<file path="src/rtl/fetch_controller.sv">
// Instruction fetch sequencer: owns the PC, registers fetched words for decode, handles redirects and halt.
// Optional `FETCH_COUNT_EN adds a saturating Fetch_Count of decode handshakes.
module fetch_controller #(
    parameter int unsigned       ADDR_W      = 8,
    parameter int unsigned       DATA_W      = 32,
    parameter logic [ADDR_W-1:0] RESET_PC    = '0,
    parameter logic [5:0]        HALT_OPCODE = 6'h3F
) (
    input  logic              clk,
    input  logic              rst_n,
    input  logic              Start,
    output logic [ADDR_W-1:0] Read_Address,
    input  logic [DATA_W-1:0] Instruction,
    output logic [DATA_W-1:0] Inst_Out,
    output logic [ADDR_W-1:0] Inst_PC,
    output logic              Inst_Valid,
    input  logic              Inst_Ready,
    input  logic              Redirect,
    input  logic              Redirect_Mode,
    input  logic [ADDR_W-1:0] Redirect_Target,
    output logic              Halted
`ifdef FETCH_COUNT_EN
    ,
    output logic [15:0]       Fetch_Count
`endif
);

    localparam int unsigned OPC_LSB = DATA_W - 6;

    typedef enum logic [1:0] {
        S_IDLE  = 2'd0,
        S_RUN   = 2'd1,
        S_DRAIN = 2'd2,
        S_HALT  = 2'd3
    } state_t;

    state_t              state_q, state_d;
    logic [ADDR_W-1:0]   pc_q, pc_d;
    logic [DATA_W-1:0]   inst_out_d;
    logic [ADDR_W-1:0]   inst_pc_d;
    logic                valid_d;
    logic                halted_d;

    logic                load_ok;
    logic                handshake;
    logic                is_halt;
    logic [ADDR_W-1:0]   redirect_pc;

    assign Read_Address = pc_q;
    assign load_ok      = !Inst_Valid || Inst_Ready;
    assign handshake    = Inst_Valid && Inst_Ready;
    assign is_halt      = (Instruction[DATA_W-1:OPC_LSB] == HALT_OPCODE);
    // Same-width modular add makes sign extension of the offset implicit.
    assign redirect_pc  = Redirect_Mode ? Redirect_Target
                                        : Inst_PC + ADDR_W'(1) + Redirect_Target;

    // Next-state and next-register computation.
    always_comb begin
        state_d    = state_q;
        pc_d       = pc_q;
        inst_out_d = Inst_Out;
        inst_pc_d  = Inst_PC;
        valid_d    = Inst_Valid;
        halted_d   = Halted;

        case (state_q)
            S_IDLE: begin
                valid_d = 1'b0;
                if (Start) begin
                    pc_d    = RESET_PC;
                    state_d = S_RUN;
                end
            end
            S_RUN: begin
                if (Redirect) begin
                    valid_d = 1'b0;
                    pc_d    = redirect_pc;
                end else if (load_ok) begin
                    inst_out_d = Instruction;
                    inst_pc_d  = pc_q;
                    valid_d    = 1'b1;
                    if (is_halt) begin
                        state_d = S_DRAIN;
                    end else begin
                        pc_d = pc_q + ADDR_W'(1);
                    end
                end
            end
            S_DRAIN: begin
                if (Redirect) begin
                    valid_d = 1'b0;
                    pc_d    = redirect_pc;
                    state_d = S_RUN;
                end else if (handshake) begin
                    valid_d  = 1'b0;
                    halted_d = 1'b1;
                    state_d  = S_HALT;
                end
            end
            S_HALT: begin
                valid_d  = 1'b0;
                halted_d = 1'b1;
                if (Start) begin
                    halted_d = 1'b0;
                    pc_d     = RESET_PC;
                    state_d  = S_RUN;
                end
            end
            default: begin
                state_d = S_IDLE;
            end
        endcase
    end

    // State and output registers.
    always_ff @(posedge clk or negedge rst_n) begin
        if (!rst_n) begin
            state_q    <= S_IDLE;
            pc_q       <= RESET_PC;
            Inst_Out   <= '0;
            Inst_PC    <= '0;
            Inst_Valid <= 1'b0;
            Halted     <= 1'b0;
        end else begin
            state_q    <= state_d;
            pc_q       <= pc_d;
            Inst_Out   <= inst_out_d;
            Inst_PC    <= inst_pc_d;
            Inst_Valid <= valid_d;
            Halted     <= halted_d;
        end
    end

`ifdef FETCH_COUNT_EN
    localparam int unsigned CNT_W = 16;

    logic start_ok;
    assign start_ok = Start && ((state_q == S_IDLE) || (state_q == S_HALT));

    // Saturating count of words accepted by decode.
    always_ff @(posedge clk or negedge rst_n) begin
        if (!rst_n) begin
            Fetch_Count <= '0;
        end else if (start_ok) begin
            Fetch_Count <= '0;
        end else if (handshake && (Fetch_Count != {CNT_W{1'b1}})) begin
            Fetch_Count <= Fetch_Count + CNT_W'(1);
        end
    end
`endif

endmodule
</file>
<file path="config.mk">
export PLATFORM = sky130hd
export DESIGN_NAME = fetch_controller
export DESIGN_NICKNAME = d
export VERILOG_FILES = /design/src/rtl/fetch_controller.sv
export SDC_FILE = /design/constraint.sdc
export NUM_CORES = 1
export LEC_CHECK = 0
export BUFFER_PORTS_ARGS = -buffer_cell sky130_fd_sc_hd__buf_2
export CAP_MARGIN = 20
export CORE_UTILIZATION = 40
export CTS_CLUSTER_SIZE = 14
export DETAILED_ROUTE_END_ITERATION = 10
export PLACE_DENSITY_LB_ADDON = 0.15
export SYNTH_ARGS = -nofsm -noshare
export SYNTH_HDL_FRONTEND = slang
export SYNTH_SLANG_ARGS = --single-unit
</file>
<file path="constraint.sdc">
create_clock -name clk -period 4.5 [get_ports clk]
set_clock_uncertainty 0.15 [all_clocks]
set_input_delay 0.9 -clock clk [delete_from_list [all_inputs] [get_ports clk]]
set_output_delay 0.9 -clock clk [all_outputs]
set_load 0.01 [all_outputs]
</file>
==> flow_metrics.env <==
export IMPL_status="completed"
export IMPL_total_power_mw=2.24
export IMPL_ioPinCount=96
export IMPL_drc=0
export IMPL_cts_tree="yes"
export IMPL_pwr_share_clk=0.140
export IMPL_slew_headroom=0.450
export IMPL_synth_compound_area_frac=0.119
export IMPL_row_count=29
export IMPL_wirelength_um=5720
export IMPL_final_cell_mix="buf_2, dfrtp_1, mux2_2"
export IMPL_synth_area_mm2=0.00277
export IMPL_place_inst=407
export IMPL_finalCritPeriodShare=0.574
export IMPL_clockBufferDepth=2
export IMPL_worstRegToRegCells=8
export IMPL_yosys_area_top_type="dfrtp_1"
export IMPL_ys_flop_type="dfrtp_1"
export IMPL_synthSimpleGateAreaFrac=0.120
export IMPL_critPathArrivalTime_ns=2.62
export IMPL_antenna_found_initial=0
export IMPL_tightest_slew_ns=0.825
export IMPL_worstHoldPathType="reg2reg"
export IMPL_p_comb_frac=0.490
export IMPL_cts_resized=0
export IMPL_grt_pass1_wl_um=9850
export IMPL_r2r_slack_ns=2.00
export IMPL_grt_pass1_vias=2092
export IMPL_antenna_cells=0
export IMPL_fin_setup_tns_ns=0
export IMPL_synth_top_family_by_area="multiplexers"
export IMPL_critPathRequiredTime_ns=4.54
export IMPL_start_util=0.426
export IMPL_synth_mux_area_frac=0.166
export IMPL_die_area_mm2=0.00725
export IMPL_critPathMostFrequentCell="a21oi_1"
export IMPL_synth_avg_cell_area_um2=11.5
export IMPL_nNetsFinal=396
export IMPL_synth_cells=241
export IMPL_path_max_fanout=2
export IMPL_place_gp_congestion=0.755
export IMPL_viasPerCell=5.20
export IMPL_synth_xor_area_frac=0.0190
export IMPL_fin_cells=415
export IMPL_synth_nets=300
export IMPL_port_buffers=95
export IMPL_postCtsSetupBuffers=0
export IMPL_swShare=0.379
export IMPL_root_buffer="clkbuf_8"
export IMPL_die_x_um=85.1
export IMPL_grt_max_degree=53
export IMPL_hold_viol=0
export IMPL_path_cells="buf_2 > inv_1 > ha_1 > fa_1 > nand2b_1 > a21oi_1 > mux2i_1 > a21oi_1 > a21o_1 > a22o_1"
export IMPL_synth_distinct_cells=49
export IMPL_intPower_mw=1.39
export IMPL_final_core_util=0.520
export IMPL_synth_seq_area_share=0.471
export IMPL_critPathCaptureType="register"
export IMPL_fp_dieH_um=85.1
export IMPL_ys_warn_count=0
export IMPL_ant_nets=0
export IMPL_start_kind="primary input"
export IMPL_synthAdderAreaFrac=0.0615
export IMPL_grt_usage=0.170
export IMPL_clkLatencyLatePin_ns=0.29
export IMPL_routedWlPerCell_um=13.8
export IMPL_async_flop_share=1.00
export IMPL_period_needed_ns=2.58
export IMPL_crit_buf_inv=2
export IMPL_leakage_nw=1.64
export IMPL_drtIter0Drc=92
export IMPL_vdd_drop_max_mv=0.290
export IMPL_crit_type="in2reg"
export IMPL_cts_htree_levels=2
export IMPL_maxCapViolations=0
export IMPL_cts_buffers=5
export IMPL_core_mm2=0.00649
export IMPL_numClockSinks=52
export IMPL_path_delay_family="compound AO/OA/AOI/OAI gates"
export IMPL_gr_total_overflow=0
export IMPL_clk_pin_slew_ns=0.09
export IMPL_pwr_share_seq=0.370
export IMPL_area_growth_pct=22.2
export IMPL_cts_hold_buf=0
export IMPL_finalSetupViolCount=0
export IMPL_dr_pass1_iters=4
export IMPL_synth_edf_count=0
export IMPL_final_common_cell="buf_2"
export IMPL_hold_depth=1
export IMPL_p_per_area_mw_per_mm2=662
export IMPL_synth_area_top_cells="dfrtp_1, mux2_2, ha_1, a21oi_1, o21ai_0"
export IMPL_drive_gt1_frac=0.444
export IMPL_critical_path_max_stage_delay_ns=0.39
export IMPL_route_vias_total=2157
export IMPL_fmax_mhz=387
export IMPL_cp_depth=10
export IMPL_netlist_area_leader_share=0.471
export IMPL_power_switching_mw=0.848
export IMPL_critical_path_slowest_cell="fa_1"
export IMPL_dp_hpwl_um=4330
export IMPL_slew_violations=0
export IMPL_synth_seq_cells=52
export IMPL_rsz0062_at_grt="no"
## worst paths after layout
kind,to,startpoint
max in group asynchronous,Read_Address[3],rst_n
min in group asynchronous,Inst_Out[6],rst_n
max,Read_Address[6],Redirect_Target[0]
min,Inst_Out[14],Inst_Out[14]
min reg2reg,Inst_Out[14],Inst_Out[14]
max reg2reg,Read_Address[6],state_q[0]
## routing by layer
metal  track usage  wire (um)  part of all wire  vias to the layer above
met2         0.260       2600              0.45                       66
met4        0.0416         29            0.0051                        0
met5             0          0                 0                        -
li1              -          -                 -                     1061
met1         0.244       2740              0.48                     1028
met3        0.0418        352             0.062                        2
## power by group through the flow
stage	clock network, mW	registers [mW]	logic (mW)
3_3_place_gp	0	0.829	1.10
5_1_grt	0.344	0.856	1.22
6_report	0.314	0.826	1.10
3_5_place_dp	0	0.835	1.11
4_1_cts	0.331	0.830	1.11
2_1_floorplan	0	0.924	0.675
## stage by stage
| stage | hold slack [ns] | setup WS, ns | area [um^2] |
|---|---|---|---|
| 2_1_floorplan | 0.379 | 1.83 | 2770 |
| 3_3_place_gp | 0.315 | 1.61 | 3270 |
| 3_5_place_dp | 0.326 | 1.59 | 3270 |
| 4_1_cts | 0.357 | 1.92 | 3380 |
| 5_1_grt | 0.361 | 1.80 | 3380 |
| 6_report | 0.349 | 1.92 | 3380 |
## synthesized netlist by cell type, drive strengths merged, types with 3 or more instances
library cell,count
dfrtp,52
a21oi,18
xor2,4
nor2b,3
nor3b,5
nor3,11
buf,7
mux2,38
inv,9
nand2,12
nand3,4
o21ai,15
ha,12
mux2i,3
a211oi,4
nand2b,4
nor2,12
## state kept, by name (all words and copies together), names as in the netlist
register and cells:
Inst_Out 32, Inst_Valid 1, Halted 1, Inst_PC 8, state_q 2, Read_Address 8
## cells by family after synthesis
group,after synthesis
and+or+nand+nor,59
AOI/OAI and AO/OA,52
DFF,52
muxes,41
buffers and inverters,18
adders and majority gates,13
xor gates and xnor gates,6
## area by class of cell
class	count	area (um^2)
inverter	9	33.8
clock inverter	2	35.0
fill	594	3120
tap	77	96.3
sequential	52	1300
clock buffer	6	72.6
multi-input combinational	171	1340
timing repair buffer	98	498
(Power assumes the default switching activity.)
